<file path="src/rtl/exe_stage_if.sv">
// Handshake/bus bundle between the ID/EXE register, the execute stage and the
// EXE/MEM register.
interface exe_stage_if;
    logic        in_valid;
    logic        exe_m2reg;
    logic        exe_wmem;
    logic [2:0]  exe_aluc;
    logic        exe_aluimm;
    logic        exe_shift;
    logic [31:0] exe_ra;
    logic [31:0] exe_rb;
    logic [31:0] exe_imm;
    logic        exe_wreg;
    logic [4:0]  exe_rn;
    logic        mem_stall;
    logic        exe_busy;
    logic        mem_valid;
    logic        mem_m2reg;
    logic        mem_wmem;
    logic        mem_wreg;
    logic [4:0]  mem_rn;
    logic [31:0] mem_alu;
    logic [31:0] mem_rb;

    modport master (
        output in_valid, exe_m2reg, exe_wmem, exe_aluc, exe_aluimm, exe_shift,
               exe_ra, exe_rb, exe_imm, exe_wreg, exe_rn, mem_stall,
        input  exe_busy, mem_valid, mem_m2reg, mem_wmem, mem_wreg, mem_rn,
               mem_alu, mem_rb
    );

    modport slave (
        input  in_valid, exe_m2reg, exe_wmem, exe_aluc, exe_aluimm, exe_shift,
               exe_ra, exe_rb, exe_imm, exe_wreg, exe_rn, mem_stall,
        output exe_busy, mem_valid, mem_m2reg, mem_wmem, mem_wreg, mem_rn,
               mem_alu, mem_rb
    );
endinterface

</file>
<file path="src/rtl/exe_stage.sv">
// Execute stage: 32-bit ALU feeding the EXE/MEM register. Define EXE_MUL_EN to
// turn aluc=111 into an iterative 32-cycle multiply; otherwise it is signed SLT.
module exe_stage (
    input  logic        clk,
    input  logic        clrn,
    exe_stage_if.slave  bus
);
    logic [31:0] a_s;
    logic [31:0] b_s;
    logic [31:0] alu_s;
    logic [31:0] wb_alu_s;
    logic        is_mul_s;
    logic        load_s;
    logic        valid_next_s;
    logic        busy_s;

    logic        mem_valid_r;
    logic        mem_m2reg_r;
    logic        mem_wmem_r;
    logic        mem_wreg_r;
    logic [4:0]  mem_rn_r;
    logic [31:0] mem_alu_r;
    logic [31:0] mem_rb_r;

`ifdef EXE_MUL_EN
    typedef enum logic [1:0] {IDLE = 2'd0, MUL = 2'd1, DONE = 2'd2} state_t;
    state_t      state_r;
    logic [5:0]  cnt_r;
    logic [31:0] mcand_r;
    logic [31:0] mplier_r;
    logic [31:0] acc_r;
`endif

    assign a_s = bus.exe_shift  ? {27'd0, bus.exe_imm[10:6]} : bus.exe_ra;
    assign b_s = bus.exe_aluimm ? bus.exe_imm : bus.exe_rb;

    // Single-cycle ALU result.
    always_comb begin
        alu_s = 32'd0;
        case (bus.exe_aluc)
            3'b000:  alu_s = a_s + b_s;
            3'b001:  alu_s = a_s - b_s;
            3'b010:  alu_s = a_s & b_s;
            3'b011:  alu_s = a_s | b_s;
            3'b100:  alu_s = a_s ^ b_s;
            3'b101:  alu_s = b_s << a_s[4:0];
            3'b110:  alu_s = b_s >> a_s[4:0];
`ifdef EXE_MUL_EN
            3'b111:  alu_s = 32'd0;
`else
            3'b111:  alu_s = ($signed(a_s) < $signed(b_s)) ? 32'd1 : 32'd0;
`endif
            default: alu_s = 32'd0;
        endcase
    end

    // Decide whether the EXE/MEM register loads this edge and from what.
    always_comb begin
        is_mul_s     = 1'b0;
        load_s       = 1'b0;
        valid_next_s = bus.in_valid;
        wb_alu_s     = alu_s;
        busy_s       = bus.mem_stall;
`ifdef EXE_MUL_EN
        is_mul_s = bus.in_valid & (bus.exe_aluc == 3'b111);
        case (state_r)
            IDLE: begin
                load_s = ~bus.mem_stall & ~is_mul_s;
                busy_s = bus.mem_stall | is_mul_s;
            end
            MUL: begin
                busy_s = 1'b1;
            end
            DONE: begin
                load_s       = ~bus.mem_stall;
                valid_next_s = 1'b1;
                wb_alu_s     = acc_r;
            end
            default: begin
                load_s = 1'b0;
            end
        endcase
`else
        load_s = ~bus.mem_stall;
`endif
    end

    // Multiplier FSM and EXE/MEM pipeline register.
    always_ff @(posedge clk or negedge clrn) begin
        if (!clrn) begin
            mem_valid_r <= 1'b0;
            mem_m2reg_r <= 1'b0;
            mem_wmem_r  <= 1'b0;
            mem_wreg_r  <= 1'b0;
            mem_rn_r    <= 5'd0;
            mem_alu_r   <= 32'd0;
            mem_rb_r    <= 32'd0;
`ifdef EXE_MUL_EN
            state_r     <= IDLE;
            cnt_r       <= 6'd0;
            mcand_r     <= 32'd0;
            mplier_r    <= 32'd0;
            acc_r       <= 32'd0;
`endif
        end else begin
            if (load_s) begin
                mem_valid_r <= valid_next_s;
                mem_m2reg_r <= bus.exe_m2reg;
                mem_wmem_r  <= bus.exe_wmem;
                mem_wreg_r  <= bus.exe_wreg;
                mem_rn_r    <= bus.exe_rn;
                mem_alu_r   <= wb_alu_s;
                mem_rb_r    <= bus.exe_rb;
            end
`ifdef EXE_MUL_EN
            case (state_r)
                IDLE: begin
                    if (is_mul_s) begin
                        mcand_r  <= a_s;
                        mplier_r <= b_s;
                        acc_r    <= 32'd0;
                        cnt_r    <= 6'd0;
                        state_r  <= MUL;
                        if (!bus.mem_stall) begin
                            mem_valid_r <= 1'b0;
                        end
                    end
                end
                MUL: begin
                    // Shift-add step; only the low 32 product bits survive.
                    if (mplier_r[0]) begin
                        acc_r <= acc_r + mcand_r;
                    end
                    mcand_r  <= {mcand_r[30:0], 1'b0};
                    mplier_r <= {1'b0, mplier_r[31:1]};
                    cnt_r    <= cnt_r + 6'd1;
                    if (cnt_r == 6'd31) begin
                        state_r <= DONE;
                    end
                end
                DONE: begin
                    if (!bus.mem_stall) begin
                        state_r <= IDLE;
                    end
                end
                default: begin
                    state_r <= IDLE;
                end
            endcase
`endif
        end
    end

    assign bus.exe_busy  = busy_s;
    assign bus.mem_valid = mem_valid_r;
    assign bus.mem_m2reg = mem_m2reg_r;
    assign bus.mem_wmem  = mem_wmem_r;
    assign bus.mem_wreg  = mem_wreg_r;
    assign bus.mem_rn    = mem_rn_r;
    assign bus.mem_alu   = mem_alu_r;
    assign bus.mem_rb    = mem_rb_r;
endmodule

</file>
<file path="src/flat_wrapper.sv">
// flat-port wrapper written by rule: the top's interface ports become plain ports
module exe_stage_flat 
  (clk, clrn, bus_in_valid, bus_exe_m2reg, bus_exe_wmem, bus_exe_aluc, bus_exe_aluimm, bus_exe_shift, bus_exe_ra, bus_exe_rb, bus_exe_imm, bus_exe_wreg, bus_exe_rn, bus_mem_stall, bus_exe_busy, bus_mem_valid, bus_mem_m2reg, bus_mem_wmem, bus_mem_wreg, bus_mem_rn, bus_mem_alu, bus_mem_rb);
  exe_stage_if bus_i ();
  input  logic clk;
  input  logic clrn;
  input wire logic [$bits(bus_i.in_valid)-1:0] bus_in_valid;
  input wire logic [$bits(bus_i.exe_m2reg)-1:0] bus_exe_m2reg;
  input wire logic [$bits(bus_i.exe_wmem)-1:0] bus_exe_wmem;
  input wire logic [$bits(bus_i.exe_aluc)-1:0] bus_exe_aluc;
  input wire logic [$bits(bus_i.exe_aluimm)-1:0] bus_exe_aluimm;
  input wire logic [$bits(bus_i.exe_shift)-1:0] bus_exe_shift;
  input wire logic [$bits(bus_i.exe_ra)-1:0] bus_exe_ra;
  input wire logic [$bits(bus_i.exe_rb)-1:0] bus_exe_rb;
  input wire logic [$bits(bus_i.exe_imm)-1:0] bus_exe_imm;
  input wire logic [$bits(bus_i.exe_wreg)-1:0] bus_exe_wreg;
  input wire logic [$bits(bus_i.exe_rn)-1:0] bus_exe_rn;
  input wire logic [$bits(bus_i.mem_stall)-1:0] bus_mem_stall;
  output wire logic [$bits(bus_i.exe_busy)-1:0] bus_exe_busy;
  output wire logic [$bits(bus_i.mem_valid)-1:0] bus_mem_valid;
  output wire logic [$bits(bus_i.mem_m2reg)-1:0] bus_mem_m2reg;
  output wire logic [$bits(bus_i.mem_wmem)-1:0] bus_mem_wmem;
  output wire logic [$bits(bus_i.mem_wreg)-1:0] bus_mem_wreg;
  output wire logic [$bits(bus_i.mem_rn)-1:0] bus_mem_rn;
  output wire logic [$bits(bus_i.mem_alu)-1:0] bus_mem_alu;
  output wire logic [$bits(bus_i.mem_rb)-1:0] bus_mem_rb;
  assign bus_i.in_valid = bus_in_valid;
  assign bus_i.exe_m2reg = bus_exe_m2reg;
  assign bus_i.exe_wmem = bus_exe_wmem;
  assign bus_i.exe_aluc = bus_exe_aluc;
  assign bus_i.exe_aluimm = bus_exe_aluimm;
  assign bus_i.exe_shift = bus_exe_shift;
  assign bus_i.exe_ra = bus_exe_ra;
  assign bus_i.exe_rb = bus_exe_rb;
  assign bus_i.exe_imm = bus_exe_imm;
  assign bus_i.exe_wreg = bus_exe_wreg;
  assign bus_i.exe_rn = bus_exe_rn;
  assign bus_i.mem_stall = bus_mem_stall;
  assign bus_exe_busy = bus_i.exe_busy;
  assign bus_mem_valid = bus_i.mem_valid;
  assign bus_mem_m2reg = bus_i.mem_m2reg;
  assign bus_mem_wmem = bus_i.mem_wmem;
  assign bus_mem_wreg = bus_i.mem_wreg;
  assign bus_mem_rn = bus_i.mem_rn;
  assign bus_mem_alu = bus_i.mem_alu;
  assign bus_mem_rb = bus_i.mem_rb;
  exe_stage u_core (.clk(clk), .clrn(clrn), .bus(bus_i));
endmodule
</file>
<file path="config.mk">
export PLATFORM = sky130hd
export DESIGN_NAME = exe_stage_flat
export DESIGN_NICKNAME = d
export VERILOG_FILES = /design/src/rtl/exe_stage_if.sv /design/src/rtl/exe_stage.sv /design/src/flat_wrapper.sv
export SDC_FILE = /design/constraint.sdc
export NUM_CORES = 1
export LEC_CHECK = 0
export BUFFER_PORTS_ARGS = -buffer_cell sky130_fd_sc_hd__buf_2
export CAP_MARGIN = 20
export CORE_UTILIZATION = 50
export DETAILED_ROUTE_END_ITERATION = 16
export PLACE_DENSITY = 0.72
export SETUP_SLACK_MARGIN = 0.4
export SLEW_MARGIN = 20
export SYNTH_ARGS = -nofsm -noshare
export SYNTH_HDL_FRONTEND = slang
export SYNTH_SLANG_ARGS = --single-unit
</file>
<file path="constraint.sdc">
create_clock -name clk -period 1.3 [get_ports clk]
set_clock_uncertainty 0.1 [all_clocks]
set_input_delay 0.195 -clock clk [delete_from_list [all_inputs] [get_ports clk]]
set_output_delay 0.195 -clock clk [all_outputs]
set_load 0.05 [all_outputs]
</file>
==> flow_summary.yaml, run 1 <==
status:
  outcome: "did not finish"
  last-stage-reached: "global routing (5_1_grt)"
  error_line: "[ERROR GRT-0116] Global routing finished with congestion. Check the congestion regions in the DRC Viewer."
logic_synthesis:
  seq_area_frac_synth_pct: 16.0
  synthArstFlopShare_pct: 100
  synth-xor-area-share_pct: 2.14
  yosys_warnings: 0
  synth_top_family_by_area: "compound AO/OA/AOI/OAI gates"
  synth_cell_types: 88
  ys_ff_latch: 73
  synth.net_count: 1734
  synth_area_um2: 11500
  netlist_top_cells_area: "dfrtp_1 16%, ha_1 10%, mux2i_1 7.3%"
  ys.flop_type: "dfrtp_1"
  synthMuxAreaShare_pct: 15.5
  synthAdderAreaFrac_pct: 10.8
  synth_cells: 1523
  synth_edf_count: 0
  avgSynthCellArea_um2: 7.52
  synth-simple-area-share_pct: 18.0
  synth_compound_area_share_pct: 29.0
  synth_top_area_share_pct: 16.0
  synth_area_leader_cell: "dfrtp_1"
grt:
  grt_pass1_wl_um: 113000
  grt_pass1_vias: 18300
  grt.total_usage_pct: 63.8
  overflow: 5
  grt_max_degree: 48
cts:
  h-tree-depth: 3
  cts-root-buf: "clkbuf_16"
  clock_sinks: 73
  cts_buffers: 9
  clk_path_buf_depth: 2
floorplanning:
  die-width_um: 153
  start_util_pct: 50.7
  ios: 187
  rows: 55
  die_h_um: 153
placement:
  gp_congestion: 1.14
  io_buffers: 186
  dp_hpwl_um: 48300
  dp_slack_ns: -2.52
## stage by stage
| step | instances | setup TNS (ns) | util, % | hold WS, ns | area [µm²] |
|---|---|---|---|---|---|
| 4_1_cts | 2519 | -48.88 | 85.2 | -0.0314 | 19200 |
| 3_5_place_dp | 2433 | -90.87 | 74.4 | -0.00186 | 16800 |
| 3_3_place_gp | 2433 | -87.35 | 74.4 | -0.00243 | 16800 |
| 2_1_floorplan | 1523 | -58.33 | - | -0.201 | 11900 |
## cell usage after synthesis, types with 6 or more instances
library cell	count
dfrtp_1	73
nand4_1	8
o21ai_1	21
mux2i_1	83
o211ai_1	11
ha_1	96
mux2_2	47
a2111oi_0	11
a211oi_1	27
buf_1	17
xnor2_1	23
o21ai_0	79
nor2b_1	37
a221oi_1	9
buf_6	7
a31oi_1	7
a21oi_1	137
and3_1	6
clkbuf_1	51
nand2_1	130
a21o_1	18
buf_4	9
buf_2	22
or3_1	8
o22ai_1	38
o221ai_1	19
nor2_1	166
o21bai_1	9
o32a_1	7
nand3_1	26
inv_1	96
mux2i_2	7
a211o_1	9
mux2i_4	14
inv_2	12
a22oi_1	8
nor3_1	40
nand2b_1	12
o21a_1	8
## cell families after synthesis
logic type / after synthesis
AND/OR/NAND/NOR: 456
adder cells (fa/ha/maj): 98
flip-flops: 73
buffers and inverters: 222
XOR/XNOR: 28
AO/OA/AOI/OAI: 495
multiplexers: 151
## metal layers
metal / track usage [%] / GRT overflow
met3: 38.2 / 0
met1: 70.0 / 0
met4: 53.1 / 2
met5: 8.70 / 0
met2: 86.5 / 3
## timing repair
action,4_1_cts
resized for setup,348
hold buffers,1
buffers inserted,62
pin swaps,81
cloned,7
endpoints found under the hold margin,92
setup endpoints to repair,147
==> run 2, diff against run 1 <==
Settings changed: CORE_UTILIZATION 50 to 35, PLACE_DENSITY 0.72 to not set, PLACE_DENSITY_LB_ADDON set to 0.15, SETUP_SLACK_MARGIN 0.4 to not set.
==> flow_summary.yaml, run 2 <==
finish:
  n_antenna_cell: 0
  multi_input_comb_area_um2: 10200
  nFillCells: 2907
  seq_area_um2: 1830
  most-common-layout-cells: "555 x buf_4, 152 x nor2_1, 135 x buf_2, 127 x nand2_1, 108 x a21oi_1"
  synthToLayoutAreaGrowth_pct: 72.6
  final_common_cell: "buf_4"
  layout-drive-gt1-share_pct: 49.2
  finish.net_count: 2452
grt:
  overflow: 0
  antenna_found_initial: 0
  grt_pass1_vias: 15000
  grt_max_degree: 62
  grt.total_usage_pct: 37.4
  grt_pass1_wl_um: 92900
detailed_routing:
  ant_nets: 0
  remaining_drc_errors: 0
  vias: 15300
  wl_per_cell_um: 23.7
  first_pass_iters: 6
  initialDrtViolationCount: 1530
  routed_via_density: 5.70
  wl_um: 63500
logic_synthesis:
  synth_cells: 1523
  synth_top_family_by_area: "compound AO/OA/AOI/OAI gates"
  synth_cell_types: 88
  seq_area_frac_synth_pct: 16.0
  avgSynthCellArea_um2: 7.52
  yosysMostFrequentCell: "nor2_1"
  yosys_warnings: 0
  synthMuxAreaShare_pct: 15.5
  synthAdderAreaFrac_pct: 10.8
  synth_compound_area_share_pct: 29.0
  ys_top_cells_by_count: "166 x nor2_1, 137 x a21oi_1, 130 x nand2_1, 96 x ha_1, 96 x inv_1"
  synth-simple-area-share_pct: 18.0
  ys.flop_type: "dfrtp_1"
  synth_area_leader_cell: "dfrtp_1"
  synth_top_area_share_pct: 16.0
  synth-xor-area-share_pct: 2.14
  synth.net_count: 1734
  synth_area_um2: 11500
  netlist_top_cells_area: "dfrtp_1 16%, ha_1 10%, mux2i_1 7.3%"
  synthArstFlopShare_pct: 100
  synth_edf_count: 0
  ys_ff_latch: 73
status:
  violations: "negative setup slack"
  outcome: "finished with violations"
cts:
  h-tree-depth: 3
  clock_sinks: 73
  clk_path_buf_depth: 2
  clk_pin_slew_worst_paths_ns: 0.06
  cts_buffers: 9
  cts-root-buf: "clkbuf_16"
  cts_tree: "done"
  clk_latency_ns: 0.37
placement:
  dp_slack_ns: -2.48
  dp_hpwl_um: 50200
  gp_congestion: 1.04
  io_buffers: 186
critical_path:
  crit_fanout: 6
  worst-setup-path-type: "input port to flop"
  cp.arrival_ns: 3.34
  start_kind: "input port"
  required_ns: 1.46
  worstSetupEndpointType: "flop"
sta:
  hold_viol_final: 0
  fin_ws_ns: -1.89
  maxSlewViolCount: 0
  tightest_slew_ns: 1.03
  slew_headroom_pct: 31.3
  fmax_ghz: 0.314
  post-route-min-period_ns: 3.19
  rsz0062_at_grt: "yes"
  min_period_over_period_pct: 245
  setup_viol: 32
floorplanning:
  ios: 187
  design.core.area_um2: 31900
  die_h_um: 183
  start_util_pct: 35.9
  rows: 65
  die_area_um2: 33400
  die-width_um: 183
power:
  powerDensity_nw_per_um2: 872
  vdd_drop_max_mv: 0.709
  p_total_mw: 17.2
  leakage_nw: 9.17
worst_hold_path:
  hold_class: "input port to flop"
run:
  cap_violations: 0
==> run 2: repair_timing <==
action,4_1_cts,5_1_grt
gates resized for setup,264,124
hold buffers,34,0
cloned,3,0
hold endpoints to repair,106,0
buffers inserted,49,18
setup endpoints to repair,63,51
pin swaps,84,68
==> run 2: cell type report <==
| cell class | instances | area share [%] |
|---|---|---|
| Timing Repair Buffer | 819 | 32.7 |
| Tap cell | 435 | 2.75 |
| Sequential cell | 73 | 9.24 |
| Multi-Input combinational cell | 1228 | 51.5 |
| Clock buffer | 11 | 1.23 |
| Inverter | 110 | 2.18 |
| Clock inverter | 5 | 0.399 |
==> run 2: path summary, 6_finish.rpt <==
kind                       slack, ns  depth (start not counted)                          startpoint                                  to
setup / recovery               -1.89                         18                      bus_exe_aluimm  u_core.bus.mem_alu[24]$_DFFE_PN0N_
min in group asynchronous       0.22                          3                                clrn  u_core.bus.mem_alu[11]$_DFFE_PN0N_
hold reg to reg                 0.38                          1   u_core.bus.mem_alu[1]$_DFFE_PN0N_   u_core.bus.mem_alu[1]$_DFFE_PN0N_
hold / removal                  0.02                          2                       bus_exe_rb[5]    u_core.bus.mem_rb[5]$_DFFE_PN0N_
setup reg to reg                0.06                          5  u_core.bus.mem_alu[21]$_DFFE_PN0N_  u_core.bus.mem_alu[21]$_DFFE_PN0N_
max in group asynchronous       0.61                          3                                clrn   u_core.bus.mem_rb[14]$_DFFE_PN0N_
==> run 2: critical path, stage by stage <==
cell and delay (ns):
buf_8 0.11, buf_12 0.13, buf_16 0.14, mux2i_4 0.21, buf_6 0.14, ha_4 0.15
buf_6 0.11, o311a_4 0.36, o41ai_4 0.32, o211a_4 0.25, buf_6 0.11, o21ai_4 0.07
a211oi_4 0.39, o41ai_4 0.14, a21o_1 0.21, buf_4 0.14, nor3_4 0.11, nor3_2 0.05
==> run 2: logic make-up after synthesis <==
logic type               Yosys count
flip-flops                        73
buffers and inverters            222
multiplexers                     151
AND/OR/NAND/NOR                  456
AO/OA/AOI/OAI                    495
adder cells (fa/ha/maj)           98
XOR/XNOR                          28
==> run 2: stage by stage <==
stage	util [%]	hold WS (ns)	instances	TNS, ns	cell area (µm²)
finish	62.0	0.0164	2681	-51.69	19800
global route	62.0	0.0174	2681	-54.57	19800
floorplan	-	-0.201	1523	-58.33	11800
detailed placement	52.5	0.0840	2568	-74.23	16700
CTS	59.9	0.000670	2665	-50.15	19100
global placement	52.5	0.0834	2568	-72.35	16700
==> run 2: power breakdown <==
part	internal, mW	switching, mW
registers	2.56	0.163
logic	5.09	6.47
clock network	1.73	1.21
==> run 2: layer usage <==
metal	vias to the layer above	track usage, %	wire length [µm]
met2	830	59.5	28400
li1	6958	-	-
met1	7354	49.6	27100
met4	0	18.2	2930
met3	147	5.50	5120
met5	-	0	0
No activity file was read; power rests on OpenSTA's default activity.
